`src/rtl/dadda_pkg.sv`:
```
// Shared definitions for the Dadda multiplier stages: default operand widths,
// flat partial-product indexing and the Baugh-Wooley correction constant.
package dadda_pkg;

  localparam int DEF_WIDTH_A = 8;
  localparam int DEF_WIDTH_B = 8;

  // Flat bit position of row `row`, column `col` in the partial-product array.
  function automatic int pp_index(input int row, input int col, input int width_a);
    return row * width_a + col;
  endfunction

  // Modified Baugh-Wooley correction: 2^(WA+WB-1) + 2^(WA-1) + 2^(WB-1).
  // The two low terms are added, not OR-ed, so WA == WB carries into bit WA.
  // The sum always fits in WA+WB bits for widths >= 2; callers truncate to that.
  function automatic logic [63:0] bw_corr(input int width_a, input int width_b);
    return (64'd1 << (width_a + width_b - 1))
         + (64'd1 << (width_a - 1))
         + (64'd1 << (width_b - 1));
  endfunction

endpackage

```
`src/rtl/gen_partial_products_if.sv`:
```
// Operand/result bundle between the operand source and the partial-product
// stage. With GEN_PP_BAUGH_WOOLEY_EN defined, the bundle also carries pp_corr.
interface gen_partial_products_if
  import dadda_pkg::*;
#(
  parameter int WIDTH_A = DEF_WIDTH_A,
  parameter int WIDTH_B = DEF_WIDTH_B
);

  logic                         in_valid;
  logic [WIDTH_A-1:0]           a;
  logic [WIDTH_B-1:0]           b;
  logic                         out_valid;
  logic [WIDTH_A*WIDTH_B-1:0]   pp;
`ifdef GEN_PP_BAUGH_WOOLEY_EN
  logic [WIDTH_A+WIDTH_B-1:0]   pp_corr;

  modport master (output in_valid, a, b, input out_valid, pp, pp_corr);
  modport slave  (input in_valid, a, b, output out_valid, pp, pp_corr);
`else
  modport master (output in_valid, a, b, input out_valid, pp);
  modport slave  (input in_valid, a, b, output out_valid, pp);
`endif

endinterface

```
`src/rtl/gen_partial_products_pp_row.sv`:
```
// One row of the partial-product array: a masked by a single multiplier bit.
// With GEN_PP_BAUGH_WOOLEY_EN, sign-row/sign-column cross terms are inverted.
module pp_row
  import dadda_pkg::*;
#(
  parameter int WIDTH_A = DEF_WIDTH_A
) (
  input  logic [WIDTH_A-1:0] a_i,
  input  logic               b_bit_i,
  input  logic               is_last_row_i,
  output logic [WIDTH_A-1:0] row_o
);

`ifndef GEN_PP_BAUGH_WOOLEY_EN
  // The row flag only matters for the signed array.
  logic unused_last_row;
  assign unused_last_row = is_last_row_i;
`endif

  // Form each row bit; the signed array flips a bit when exactly one of
  // "last row" and "last column" holds (never the corner bit).
  always_comb begin
    // NOTE: default every output first so no path leaves it unassigned (no latch).
    row_o = '0;
    for (int j = 0; j < WIDTH_A; j++) begin
      row_o[j] = a_i[j] & b_bit_i;
`ifdef GEN_PP_BAUGH_WOOLEY_EN
      if (is_last_row_i != (j == WIDTH_A - 1)) row_o[j] = ~row_o[j];
`endif
    end
  end

endmodule

```
`src/rtl/gen_partial_products.sv`:
```
// Partial-product generation stage of the Dadda tree multiplier.
// Builds the WIDTH_B x WIDTH_A AND array, registers it with one cycle of
// latency and flags it valid. Row i sits at pp[i*WIDTH_A +: WIDTH_A]; bit j of
// row i has weight i+j. Both widths must be >= 2.
// Optional macro GEN_PP_BAUGH_WOOLEY_EN: signed (modified Baugh-Wooley) array
// plus a registered correction constant on pp_corr.
module gen_partial_products
  import dadda_pkg::*;
#(
  parameter int WIDTH_A = DEF_WIDTH_A,
  parameter int WIDTH_B = DEF_WIDTH_B
) (
  input  logic                   clk,
  input  logic                   rst_n,
  gen_partial_products_if.slave  bus
);

  logic [WIDTH_A-1:0]         rows [WIDTH_B];
  logic [WIDTH_A*WIDTH_B-1:0] pp_d;
  logic [WIDTH_A*WIDTH_B-1:0] pp_q;
  logic                       out_valid_q;

`ifdef GEN_PP_BAUGH_WOOLEY_EN
  localparam logic [WIDTH_A+WIDTH_B-1:0] PP_CORR =
    (WIDTH_A + WIDTH_B)'(bw_corr(WIDTH_A, WIDTH_B));
  logic [WIDTH_A+WIDTH_B-1:0] pp_corr_q;
`endif

  for (genvar i = 0; i < WIDTH_B; i++) begin : g_row
    pp_row #(.WIDTH_A(WIDTH_A)) u_row (
      .a_i           (bus.a),
      .b_bit_i       (bus.b[i]),
      .is_last_row_i (i == WIDTH_B - 1),
      .row_o         (rows[i])
    );
  end

  // Pack the rows into the flat array; no shifting, weight comes from row index.
  always_comb begin
    pp_d = '0;
    for (int i = 0; i < WIDTH_B; i++) begin
      pp_d[pp_index(i, 0, WIDTH_A) +: WIDTH_A] = rows[i];
    end
  end

  // Capture the array only on valid operands; the flag follows in_valid.
  always_ff @(posedge clk or negedge rst_n) begin
    if (!rst_n) begin
      // NOTE: the data register is reset too, so downstream sees a clean zero
      // array and a killed in-flight result rather than stale operands.
      pp_q        <= '0;
      out_valid_q <= 1'b0;
`ifdef GEN_PP_BAUGH_WOOLEY_EN
      pp_corr_q   <= '0;
`endif
    end else begin
      // NOTE: non-blocking assignments keep every register sampling pre-edge values.
      out_valid_q <= bus.in_valid;
      if (bus.in_valid) begin
        pp_q      <= pp_d;
`ifdef GEN_PP_BAUGH_WOOLEY_EN
        pp_corr_q <= PP_CORR;
`endif
      end
    end
  end

  assign bus.out_valid = out_valid_q;
  assign bus.pp        = pp_q;
`ifdef GEN_PP_BAUGH_WOOLEY_EN
  assign bus.pp_corr   = pp_corr_q;
`endif

endmodule

```
`src/flat_wrapper.sv`:
```
// flat-port wrapper written by rule: the top's interface ports become plain ports
module gen_partial_products_flat import dadda_pkg::*;
#(
  parameter int WIDTH_A = DEF_WIDTH_A,
  parameter int WIDTH_B = DEF_WIDTH_B
)
  (clk, rst_n, bus_in_valid, bus_a, bus_b, bus_out_valid, bus_pp);
  gen_partial_products_if #(.WIDTH_A(WIDTH_A), .WIDTH_B(WIDTH_B)) bus_i ();
  input  logic clk;
  input  logic rst_n;
  input wire logic [$bits(bus_i.in_valid)-1:0] bus_in_valid;
  input wire logic [$bits(bus_i.a)-1:0] bus_a;
  input wire logic [$bits(bus_i.b)-1:0] bus_b;
  output wire logic [$bits(bus_i.out_valid)-1:0] bus_out_valid;
  output wire logic [$bits(bus_i.pp)-1:0] bus_pp;
  assign bus_i.in_valid = bus_in_valid;
  assign bus_i.a = bus_a;
  assign bus_i.b = bus_b;
  assign bus_out_valid = bus_i.out_valid;
  assign bus_pp = bus_i.pp;
  gen_partial_products #(.WIDTH_A(WIDTH_A), .WIDTH_B(WIDTH_B)) u_core (.clk(clk), .rst_n(rst_n), .bus(bus_i));
endmodule
```
`config.mk`:
```
export PLATFORM = sky130hd
export DESIGN_NAME = gen_partial_products_flat
export DESIGN_NICKNAME = d
export VERILOG_FILES = /design/src/rtl/dadda_pkg.sv /design/src/rtl/gen_partial_products_if.sv /design/src/rtl/gen_partial_products_pp_row.sv /design/src/rtl/gen_partial_products.sv /design/src/flat_wrapper.sv
export SDC_FILE = /design/constraint.sdc
export NUM_CORES = 1
export LEC_CHECK = 0
export BUFFER_PORTS_ARGS = -buffer_cell sky130_fd_sc_hd__buf_2
export CORE_UTILIZATION = 54
export DETAILED_ROUTE_END_ITERATION = 10
export PLACE_DENSITY = 0.84
export SYNTH_ARGS = -nofsm -noshare
export SYNTH_HDL_FRONTEND = slang
export SYNTH_SLANG_ARGS = --single-unit
```
`constraint.sdc`:
```
create_clock -name clk -period 1.06 [get_ports clk]
set_clock_uncertainty 0.15 [all_clocks]
set_input_delay 0.212 -clock clk [delete_from_list [all_inputs] [get_ports clk]]
set_output_delay 0.212 -clock clk [all_outputs]
set_load 0.02 [all_outputs]
```
* Word level (Yosys, flattened, before mapping) *
Cells that the tools add are included.
W data, S select, Z words.

storage, ports and cells
  register bits after elaboration = 65
  input bits = 19
  output and inout bits = 65
  logic and storage cells = 66

operators by class
  bitwise gates (word level) = 64

operator list
  cell           number
  $and A1 B1 Y1  64

* Longest topological paths before layout *
Gate-level depths: netlist (run 1).

  depth after elaboration = 1
  mapped depth = 4
  gate-level depth less buffers = 2

* Hierarchy *
From an unflattened synthesis (run 1), not the netlist that was laid out.

unflattened totals
  cells, all modules = 202
  area total of the unflattened synthesis = 3111.7 µm²

by module, submodules not included
  module                instances  cells an instance  area an instance (µm²)  seq. area each (µm²)
  gen_partial_products  1          138                2711.4                  1626.6
  pp_row                8          8                  50.0                    0.0

* Worst setup path before layout (run 1) *
Ideal clock, no wire load.

  path kind = in2reg
  from = input port bus_in_valid
  to = register u_core.pp_q[45] (netlist: u_core.bus.pp[45])
  setup time = 0.127 ns
  data arrival time = 0.615 ns
  required time = 0.783 ns
  setup slack = 0.168 ns
  stages = 4
  buffers on the path = 2
  cells stage by stage = buf_4 -> buf_6 -> nand3_1 -> o21ai_0

RTL lines
  what                  line                        RTL
  start, declared       flat_wrapper.sv:11          input wire logic [$bits(bus_i.in_valid)-1:0] bus_in_valid;
  end signal, assigned  gen_partial_products.sv:60  pp_q <= pp_d;
  end, declared         gen_partial_products.sv:20  logic [WIDTH_A*WIDTH_B-1:0] pp_q;

* Final worst setup path (run 1) *
  from = register u_core.pp_q[63] (netlist: u_core.bus.pp[63])
  to = output port bus_pp[63]

RTL lines
  what           line                RTL
  end, declared  flat_wrapper.sv:15  output wire logic [$bits(bus_i.pp)-1:0] bus_pp;

No word-level cell between the ends.

==> results.sh, run 1 <==
export IMPL_grt_start_max_net_pins=66
export IMPL_cts_made_buffers=9
export IMPL_cts_tree="done"
export IMPL_total_power_uw=6320
export IMPL_p_leak_uw=0.00197
export IMPL_cp_num_buf_inv=1
export IMPL_hold_ws_ps=36.7
export IMPL_synthDistinctLibCells=10
export IMPL_grt_total_usage=0.307
export IMPL_path_delay_family="flip-flops"
export IMPL_finalSetupViolations=65
export IMPL_drc=0
export IMPL_drive_above_1_share=0.342
export IMPL_finalCritPeriodShare=1.18
export IMPL_io_buffer_count=83
export IMPL_end_kind="output port"
export IMPL_nFillCells=266
export IMPL_arrival_ps=890
export IMPL_grt_pass1_vias=2281
export IMPL_vias=2382
export IMPL_grt_overflow=0
export IMPL_clockRootBuffer="clkbuf_8"
export IMPL_wl_mm=7.60
export IMPL_syn2layout_area_growth_pct=48.5
export IMPL_final_min_clock_period_ps=1250
export IMPL_fin_tns_setup_ps=-10520
export IMPL_gp_congestion=0.777
export IMPL_final_area_mm2=0.00396
export IMPL_status="complete, but fails checks"
export IMPL_cts_buffer_depth=2
export IMPL_critPathMaxFanout=2
export IMPL_cp_slowest_cell="dfrtp_1"
export IMPL_rsz0062_at_grt="true"
export IMPL_grt_first_pass_wirelength_mm=11.6
export IMPL_syn_num_nets=306
export IMPL_ir_drop_v=0.00114
export IMPL_netlist_area_mm2=0.00267
export IMPL_wl_per_cell_um=16.4
export IMPL_dieWidth_um=72.3
export IMPL_htreeDepth=3
export IMPL_yosys_register_bits=65
export IMPL_io_pins=84
export IMPL_via_per_inst=5.16
export IMPL_dieArea_mm2=0.00523
export IMPL_drv_slew=0
export IMPL_antenna_found_initial=0
export IMPL_place_area_mm2=0.00308
export IMPL_hold_viol_final=0
export IMPL_layout_nets=409
export IMPL_clkTransAtPathRegs_ps=70
export IMPL_maxCapViolCount=0
export IMPL_rows=25
export IMPL_violations="negative setup slack"
export IMPL_worst_setup_path_type="reg2out"
export IMPL_crit_chain="buf_6"
export IMPL_slew_headroom=0.770
export IMPL_cts_sink_count=65
export IMPL_fmax_mhz=799
export IMPL_worstPathRequired_ps=700
export IMPL_syn_inst=287
export IMPL_worst_pin_slew_ps=344
export IMPL_ant_nets=0
export IMPL_first_pass_iters=5
export IMPL_setup_slack_ps=-192
export IMPL_critPathLaunchType="flop"
export IMPL_yosys_warnings=0
export IMPL_powerDensity_mw_per_mm2=1600
export IMPL_clk_insertion_delay_late_ps=320
export IMPL_place_hpwl_mm=3.79
export IMPL_avgSynthCellArea_um2=9.30
export IMPL_dp_slack_ps=37.9
export IMPL_synth_seq_area_share=0.609
export IMPL_core_mm2=0.00475
export IMPL_min_path_type="in2reg"
export IMPL_drt_iter0_drc=230
export IMPL_fp_dieH_um=72.3
export IMPL_antennaDiodeCount=0
export IMPL_cpPeakStageDelay_ps=420
export IMPL_initial_core_util=0.561
[routing by layer]
layer,track usage,part of all wire
met1,0.373,0.39
met2,0.511,0.52
met3,0.0583,0.068
met4,0.181,0.022
met5,0,0
[report_power, final]
group	switching, uW	internal [uW]	total, uW	leakage [uW]
logic	698	623	1320	0.00102
registers	157	2680	2830	0.000844
clock network	890	1280	2170	0.000107
[worst paths after layout]
check,start,to,slack (ps),depth (start not counted)
worst min-delay path,bus_in_valid,u_core.bus.pp[26]$_DFFE_PN0P_,40,3
worst max register to register,u_core.bus.pp[6]$_DFFE_PN0P_,u_core.bus.pp[6]$_DFFE_PN0P_,30,4
max in group asynchronous,rst_n,u_core.bus.pp[52]$_DFFE_PN0P_,190,3
worst min register to register,u_core.bus.pp[22]$_DFFE_PN0P_,u_core.bus.pp[22]$_DFFE_PN0P_,390,2
min in group asynchronous,rst_n,u_core.bus.pp[22]$_DFFE_PN0P_,280,3
worst max-delay path,u_core.bus.pp[63]$_DFFE_PN0P_,bus_pp[63],-190,1
[sequential cells by signal (all words and copies together), names as in the netlist]
signal and flops:
u_core.bus.out_valid 1, u_core.bus.pp 64
[placed cells by master, fill, tap and decap left out]
cell and count:
clkbuf_1 2, o21ai_1 12, clkinv_2 1, buf_12 3
o21ai_2 1, nand3_1 64, dfrtp_1 65, bufinv_16 1
clkbuf_8 12, buf_4 35, o21ai_0 51, buf_2 17
dlygate4sd3_1 2, buf_6 65, inv_1 64
[logic make-up (layout without fill, tap and decap cells)]
kind of cell,count (synthesis),in the layout,share of synthesized area
buf+inv,94,202,0.150
flops,65,65,0.609
compound gates,64,64,0.120
simple gates,64,64,0.120
[synthesized netlist by cell type, drive strengths merged]
cell type	count	area (um^2)
buf	22	131
clkbuf	8	30.0
nand3	64	320
dfrtp	65	1630
inv	64	240
o21ai	64	320
[cell type report]
class / instances / area (um^2) / area share
Clock buffer: 14 / 173 / 0.0436
Clock inverter: 2 / 35.0 / 0.00884
Inverter: 64 / 240 / 0.0606
Multi-Input combinational cell: 128 / 644 / 0.163
Sequential cell: 65 / 1630 / 0.410
Tap cell: 67 / 83.8 / 0.0212
Timing Repair Buffer: 122 / 1160 / 0.293
[stage by stage]
| step | util | instances |
|---|---|---|
| 2_1_floorplan | - | 287 |
| 3_3_place_gp | 0.647 | 411 |
| 3_5_place_dp | 0.647 | 411 |
| 4_1_cts | 0.803 | 443 |
| 5_1_grt | 0.833 | 462 |
| 6_report | 0.833 | 462 |
[repair_timing]
item / CTS / global route
endpoints found under the setup margin: 65 / 65
hold buffers: 2 / 0
resized for setup: 130 / 1
hold endpoints to repair: 66 / 0
gates cloned: 0 / 0
setup buffers: 14 / 19
Power figures use the tool's default switching activity.
==> run 2, diff against run 1 <==
Settings changed: BUFFER_PORTS_ARGS -buffer_cell sky130_fd_sc_hd__buf_2 to -buffer_cell sky130_fd_sc_hd__clkbuf_2, CORE_UTILIZATION 54 to 56, SKIP_LAST_GASP set to 1, SYNTH_HIERARCHICAL set to 1.
==> run 2 against run 1 <==
Net effect: the flow still finishes with violations (negative setup slack); area after synthesis rose by 16%; combinational power rose by 39%; critical path depth did not move; final cell count fell by 8.9%; largest cell class unchanged; largest power group unchanged.
==> results.sh, run 2 <==
export IMPL_antennaDiodeCount=0
export IMPL_nFillCells=201
export IMPL_dieWidth_um=76.5
export IMPL_critPathMaxFanout=2
export IMPL_avgSynthCellArea_um2=15.5
export IMPL_vias=2135
export IMPL_intPower_uw=5110
export IMPL_via_per_inst=5.07
export IMPL_slew_headroom=0.778
export IMPL_final_cell_mix="dfrtp_1, and2_1, mux2_4, buf_6"
export IMPL_cts_sink_count=65
export IMPL_worstPathRequired_ps=700
export IMPL_yosys_warnings=6
export IMPL_holdPathEnd="u_core/bus.out_valid$_DFF_PN0_"
export IMPL_pwr_share_seq=0.408
export IMPL_reg2reg_to="u_core/bus.pp[5]$_DFFE_PN0P_"
export IMPL_syn2layout_area_growth_pct=52.4
export IMPL_powerDensity_mw_per_mm2=1490
export IMPL_r2r_setup_slack_ps=-130
export IMPL_clkTransAtPathRegs_ps=80
export IMPL_first_pass_iters=4
export IMPL_violations="negative setup slack"
export IMPL_rsz0062_at_grt="true"
export IMPL_highest_layer="met4"
export IMPL_drc=0
export IMPL_dieArea_mm2=0.00585
export IMPL_min_path_type="in2reg"
export IMPL_p_sw_frac=0.275
export IMPL_netlist_area_mm2=0.00310
export IMPL_layout_commonest_cell="dfrtp_1"
export IMPL_fp_dieH_um=76.5
export IMPL_antenna_found_initial=0
export IMPL_clkPwrFrac=0.332
export IMPL_holdCritStartpoint="bus_in_valid"
export IMPL_setup_slack_ps=-229
export IMPL_place_hpwl_mm=4.18
export IMPL_worst_setup_path_type="reg2out"
export IMPL_gp_congestion=0.775
export IMPL_p_comb_frac=0.260
export IMPL_wl_mm=8.15
export IMPL_ir_drop_v=0.00108
export IMPL_grt_pass1_vias=2183
export IMPL_drv_slew=0
export IMPL_cts_buffer_depth=2
export IMPL_htreeDepth=3
export IMPL_place_area_mm2=0.00357
export IMPL_layout_nets=365
export IMPL_finalSetupViolations=82
export IMPL_r2r_start="u_core/bus.pp[5]$_DFFE_PN0P_"
export IMPL_rows=26
export IMPL_wl_met3_um=327
export IMPL_final_instance_count_excl_fill=421
export IMPL_grt_start_max_net_pins=66
export IMPL_core_mm2=0.00524
export IMPL_critPathLaunchType="flop"
export IMPL_cts_made_buffers=9
export IMPL_ant_nets=0
export IMPL_worst_pin_slew_ps=333
export IMPL_cts_tree="done"
export IMPL_syn_inst=200
export IMPL_clockRootBuffer="clkbuf_8"
export IMPL_crit_chain="clkbuf_8"
export IMPL_grt_overflow=0
export IMPL_dp_cells=352
export IMPL_whs_path_depth=2
export IMPL_largest_register_ffs=64
export IMPL_wl_met1_mm=3.46
export IMPL_finalCritPeriodShare=1.22
export IMPL_wl_per_cell_um=19.3
export IMPL_io_pins=84
export IMPL_arrival_ps=930
export IMPL_r2r_cells=3
export IMPL_final_area_mm2=0.00473
export IMPL_met2_length_mm=4.20
export IMPL_final_min_clock_period_ps=1290
export IMPL_io_buffer_count=83
export IMPL_cp_slowest_cell="dfrtp_1"
export IMPL_drt_iter0_drc=109
export IMPL_clk_insertion_delay_late_ps=340
export IMPL_maxCapViolCount=0
export IMPL_cp_num_buf_inv=1
export IMPL_end_kind="output port"
export IMPL_hold_viol_final=0
export IMPL_path_delay_family="flip-flops"
export IMPL_initial_core_util=0.593
export IMPL_grt_first_pass_wirelength_mm=11.2
export IMPL_syn_num_nets=219
export IMPL_cpPeakStageDelay_ps=410
export IMPL_multi_input_area_mm2=0.00135
export IMPL_status="complete, but fails checks"
export IMPL_fmax_mhz=776
export IMPL_drive_above_1_share=0.630
export IMPL_p_sw_uw=1940
export IMPL_grt_total_usage=0.256
export IMPL_p_leak_uw=0.00246
export IMPL_seq_area_mm2=0.00163
export IMPL_fin_tns_setup_ps=-13350
[run 2: changes by cell type in the layout (fill, tap and decap cells not counted), sizes merged]
| cell | change |
|---|---|
| and2 | +64 |
| inv | -64 |
| mux2 | +64 |
| nand3 | -64 |
| o21ai | -64 |
| clkbuf | +45 |
| buf | -29 |
| clkinv | +3 |
| bufinv | +1 |
| clkinvlp | +1 |
| dlygate4sd3 | -1 |
[run 2: layout make-up]
class / instances / share of cell area
flip-flops and latches: 65 / 0.344
repair buffers: 142 / 0.307
multi-input cells: 128 / 0.285
clock buffers: 9 / 0.0262
clock inverters: 7 / 0.0201
well taps: 70 / 0.0185
[run 2: metal layers]
layer / global-route usage / vias up
met4: 0.100 / 0
met2: 0.420 / 74
met5: 0 / -
met1: 0.326 / 1087
li1: - / 961
met3: 0.0635 / 13
[run 2: worst max path at each step]
| stage | depth (start not counted) | from | slack [ps] | end |
|---|---|---|---|---|
| 2_1_floorplan | 3 | bus_in_valid | 20 | u_core/bus.pp[10]$_DFFE_PN0P_ |
| 3_3_place_gp | 3 | bus_in_valid | -110 | u_core/bus.pp[1]$_DFFE_PN0P_ |
| 3_5_place_dp | 3 | bus_in_valid | -130 | u_core/bus.pp[61]$_DFFE_PN0P_ |
| 4_1_cts | 1 | u_core/bus.pp[32]$_DFFE_PN0P_ | -220 | bus_pp[32] |
| 5_1_grt | 1 | u_core/bus.pp[55]$_DFFE_PN0P_ | -260 | bus_pp[55] |
| 6_report | 1 | u_core/bus.pp[55]$_DFFE_PN0P_ | -230 | bus_pp[55] |
[run 2: stage by stage]
stage | power [uW] | utilization | setup slack, ps | hold slack (ps)
3_5_place_dp | 4090 | 0.682 | -129 | 103
2_1_floorplan | 3670 | - | 15.3 | -234
5_1_grt | 7270 | 0.903 | -259 | 73.9
4_1_cts | 6730 | 0.828 | -221 | 65.6
3_3_place_gp | 4050 | 0.682 | -110 | 100
6_report | 7050 | 0.903 | -229 | 80.7
[run 2: what timing repair did]
action | 4_1_cts | 5_1_grt
hold buffers | 1 | 0
endpoints found under the setup margin | 65 | 91
setup buffers | 33 | 32
resized for setup | 61 | 109
hold endpoints to repair | 65 | 0
[run 2: power groups by stage]
stage	registers, uW	logic (uW)	clock network [uW]
after floorplan	3120	540	0
after global placement	2870	1180	0
after detailed placement	2870	1210	0
after CTS	2830	1550	2340
after global routing	2890	1920	2450
final	2880	1830	2340
==> run 3, diff against run 2 <==
Settings changed: SETUP_SLACK_MARGIN set to 0.2.
==> run 3 against run 2 <==
Net effect: the flow still finishes with violations (negative setup slack); global-route usage is 2.4 points higher; sequential share of layout area is 1.2 points lower; worst setup slack worse by 5.9 ps; cell area is 3.9% higher; routed wire length is 25% higher; via count is 7.2% higher; clock-buffer cell count is 5 higher; register-to-register slack hardly changed; maximum frequency is 0.45% lower; clock power is 4% lower; non-clock buffer count is 10 higher; critical path depth stayed put.
==> results.sh, run 3 (synthesis results as in run 2) <==
export IMPL_grt_overflow=0
export IMPL_grt_pass1_vias=2292
export IMPL_worst_path_stages=1
export IMPL_worstPathRequired_ps=700
export IMPL_critPathLaunchType="flop"
export IMPL_dieWidth_um=76.5
export IMPL_slew_headroom=0.832
export IMPL_syn2layout_area_growth_pct=58.4
export IMPL_io_buffer_count=83
export IMPL_initial_core_util=0.593
export IMPL_worst_pin_slew_ps=251
export IMPL_arrival_ps=930
export IMPL_dp_slack_ps=-146
export IMPL_via_per_inst=5.31
export IMPL_setup_slack_ps=-235
export IMPL_status="complete, but fails checks"
export IMPL_end_kind="output port"
export IMPL_fin_util=0.939
export IMPL_drt_iter0_drc=139
export IMPL_drc=0
export IMPL_hold_ws_ps=101
export IMPL_reg2reg_to="u_core/bus.pp[4]$_DFFE_PN0P_"
export IMPL_wl_mm=10.1
export IMPL_rows=26
export IMPL_cts_tree="done"
export IMPL_r2r_cells=3
export IMPL_htreeDepth=3
export IMPL_largest_register_ffs=64
export IMPL_min_path_type="in2reg"
export IMPL_layout_commonest_cell="buf_6"
export IMPL_final_cell_mix="buf_6, and2_1, mux2_4, dfrtp_1, clkbuf_8"
export IMPL_layout_nets=375
export IMPL_maxCapViolCount=0
export IMPL_r2r_start="u_core/bus.pp[4]$_DFFE_PN0P_"
export IMPL_hold_viol_final=0
export IMPL_crit_path_end="bus_pp[36]"
export IMPL_clkTransAtPathRegs_ps=70
export IMPL_dieArea_mm2=0.00585
export IMPL_place_area_mm2=0.00360
export IMPL_final_area_mm2=0.00492
export IMPL_gp_congestion=0.727
export IMPL_io_pins=84
export IMPL_fmax_mhz=772
export IMPL_grt_total_usage=0.280
export IMPL_fp_dieH_um=76.5
export IMPL_final_instance_count_excl_fill=431
export IMPL_grt_first_pass_wirelength_mm=12.1
export IMPL_cp_num_buf_inv=1
export IMPL_rsz0062_at_grt="true"
export IMPL_cts_buffer_depth=2
export IMPL_drv_slew=0
export IMPL_nFillCells=163
export IMPL_cpPeakStageDelay_ps=420
export IMPL_vias=2289
export IMPL_cts_sink_count=65
export IMPL_crit_chain="clkbuf_8"
export IMPL_cp_slowest_cell="dfrtp_1"
export IMPL_final_min_clock_period_ps=1300
export IMPL_place_hpwl_mm=4.46
export IMPL_critPathMaxFanout=2
export IMPL_clockRootBuffer="clkbuf_8"
export IMPL_ir_drop_v=0.00117
export IMPL_clk_insertion_delay_late_ps=340
export IMPL_core_mm2=0.00524
export IMPL_finalSetupViolations=95
export IMPL_p_leak_uw=0.00253
export IMPL_finalCritPeriodShare=1.22
export IMPL_violations="negative setup slack"
export IMPL_worst_setup_path_type="reg2out"
export IMPL_antenna_found_initial=0
export IMPL_first_pass_iters=4
export IMPL_grt_start_max_net_pins=35
export IMPL_wl_per_cell_um=23.5
export IMPL_path_delay_family="flip-flops"
export IMPL_crit_start="u_core/bus.pp[36]$_DFFE_PN0P_"
export IMPL_r2r_setup_slack_ps=-140
export IMPL_powerDensity_mw_per_mm2=1460
export IMPL_drive_above_1_share=0.645
export IMPL_antennaDiodeCount=0
export IMPL_cts_made_buffers=9
export IMPL_ant_nets=0
export IMPL_dp_cells=353
-- run 3: stage by stage --
step	total power, uW	TNS (ps)
global placement	4070	-4920
floorplan	3670	0
CTS	6640	-12420
detailed placement	4110	-5710
global route	7370	-16880
finish	7170	-14730
-- run 3: area by class of cell --
type                            count  area, um^2  area share
Clock buffer                       14         173      0.0351
Clock inverter                      2        35.0     0.00713
Multi-Input combinational cell    128        1350       0.275
Sequential cell                    65        1630       0.332
Tap cell                           70        87.6      0.0178
Timing Repair Buffer              152        1640       0.333
-- run 3: worst min-delay path by stage --
stage          cells after the start                        endpoint  slack, ps    startpoint
2_1_floorplan                      0  u_core/bus.out_valid$_DFF_PN0_       -230         rst_n
3_3_place_gp                       1   u_core/bus.pp[13]$_DFFE_PN0P_       -120         rst_n
3_5_place_dp                       1   u_core/bus.pp[13]$_DFFE_PN0P_       -120         rst_n
4_1_cts                            2   u_core/bus.pp[13]$_DFFE_PN0P_         60         rst_n
5_1_grt                            2  u_core/bus.out_valid$_DFF_PN0_         90  bus_in_valid
6_report                           2  u_core/bus.out_valid$_DFF_PN0_        100  bus_in_valid
-- run 3: layer usage --
| metal | share of wire | GRT usage |
|---|---|---|
| met2 | 0.53 | 0.473 |
| met4 | 0.030 | 0.125 |
| met5 | 0 | 0 |
| met1 | 0.38 | 0.351 |
| met3 | 0.062 | 0.0491 |
-- run 3: timing repair --
item	4_1_cts	5_1_grt
endpoints found under the setup margin	129	129
gates cloned	0	0
setup buffers	33	28
gates resized for setup	76	118
endpoints found under the hold margin	65	0
hold buffers	1	0
pin swaps	0	0
-- run 3: where the power goes --
group	switching [uW]	internal, uW
Sequential	207	2700
Clock	972	1280
Combinational	818	1190
Total	2000	5170
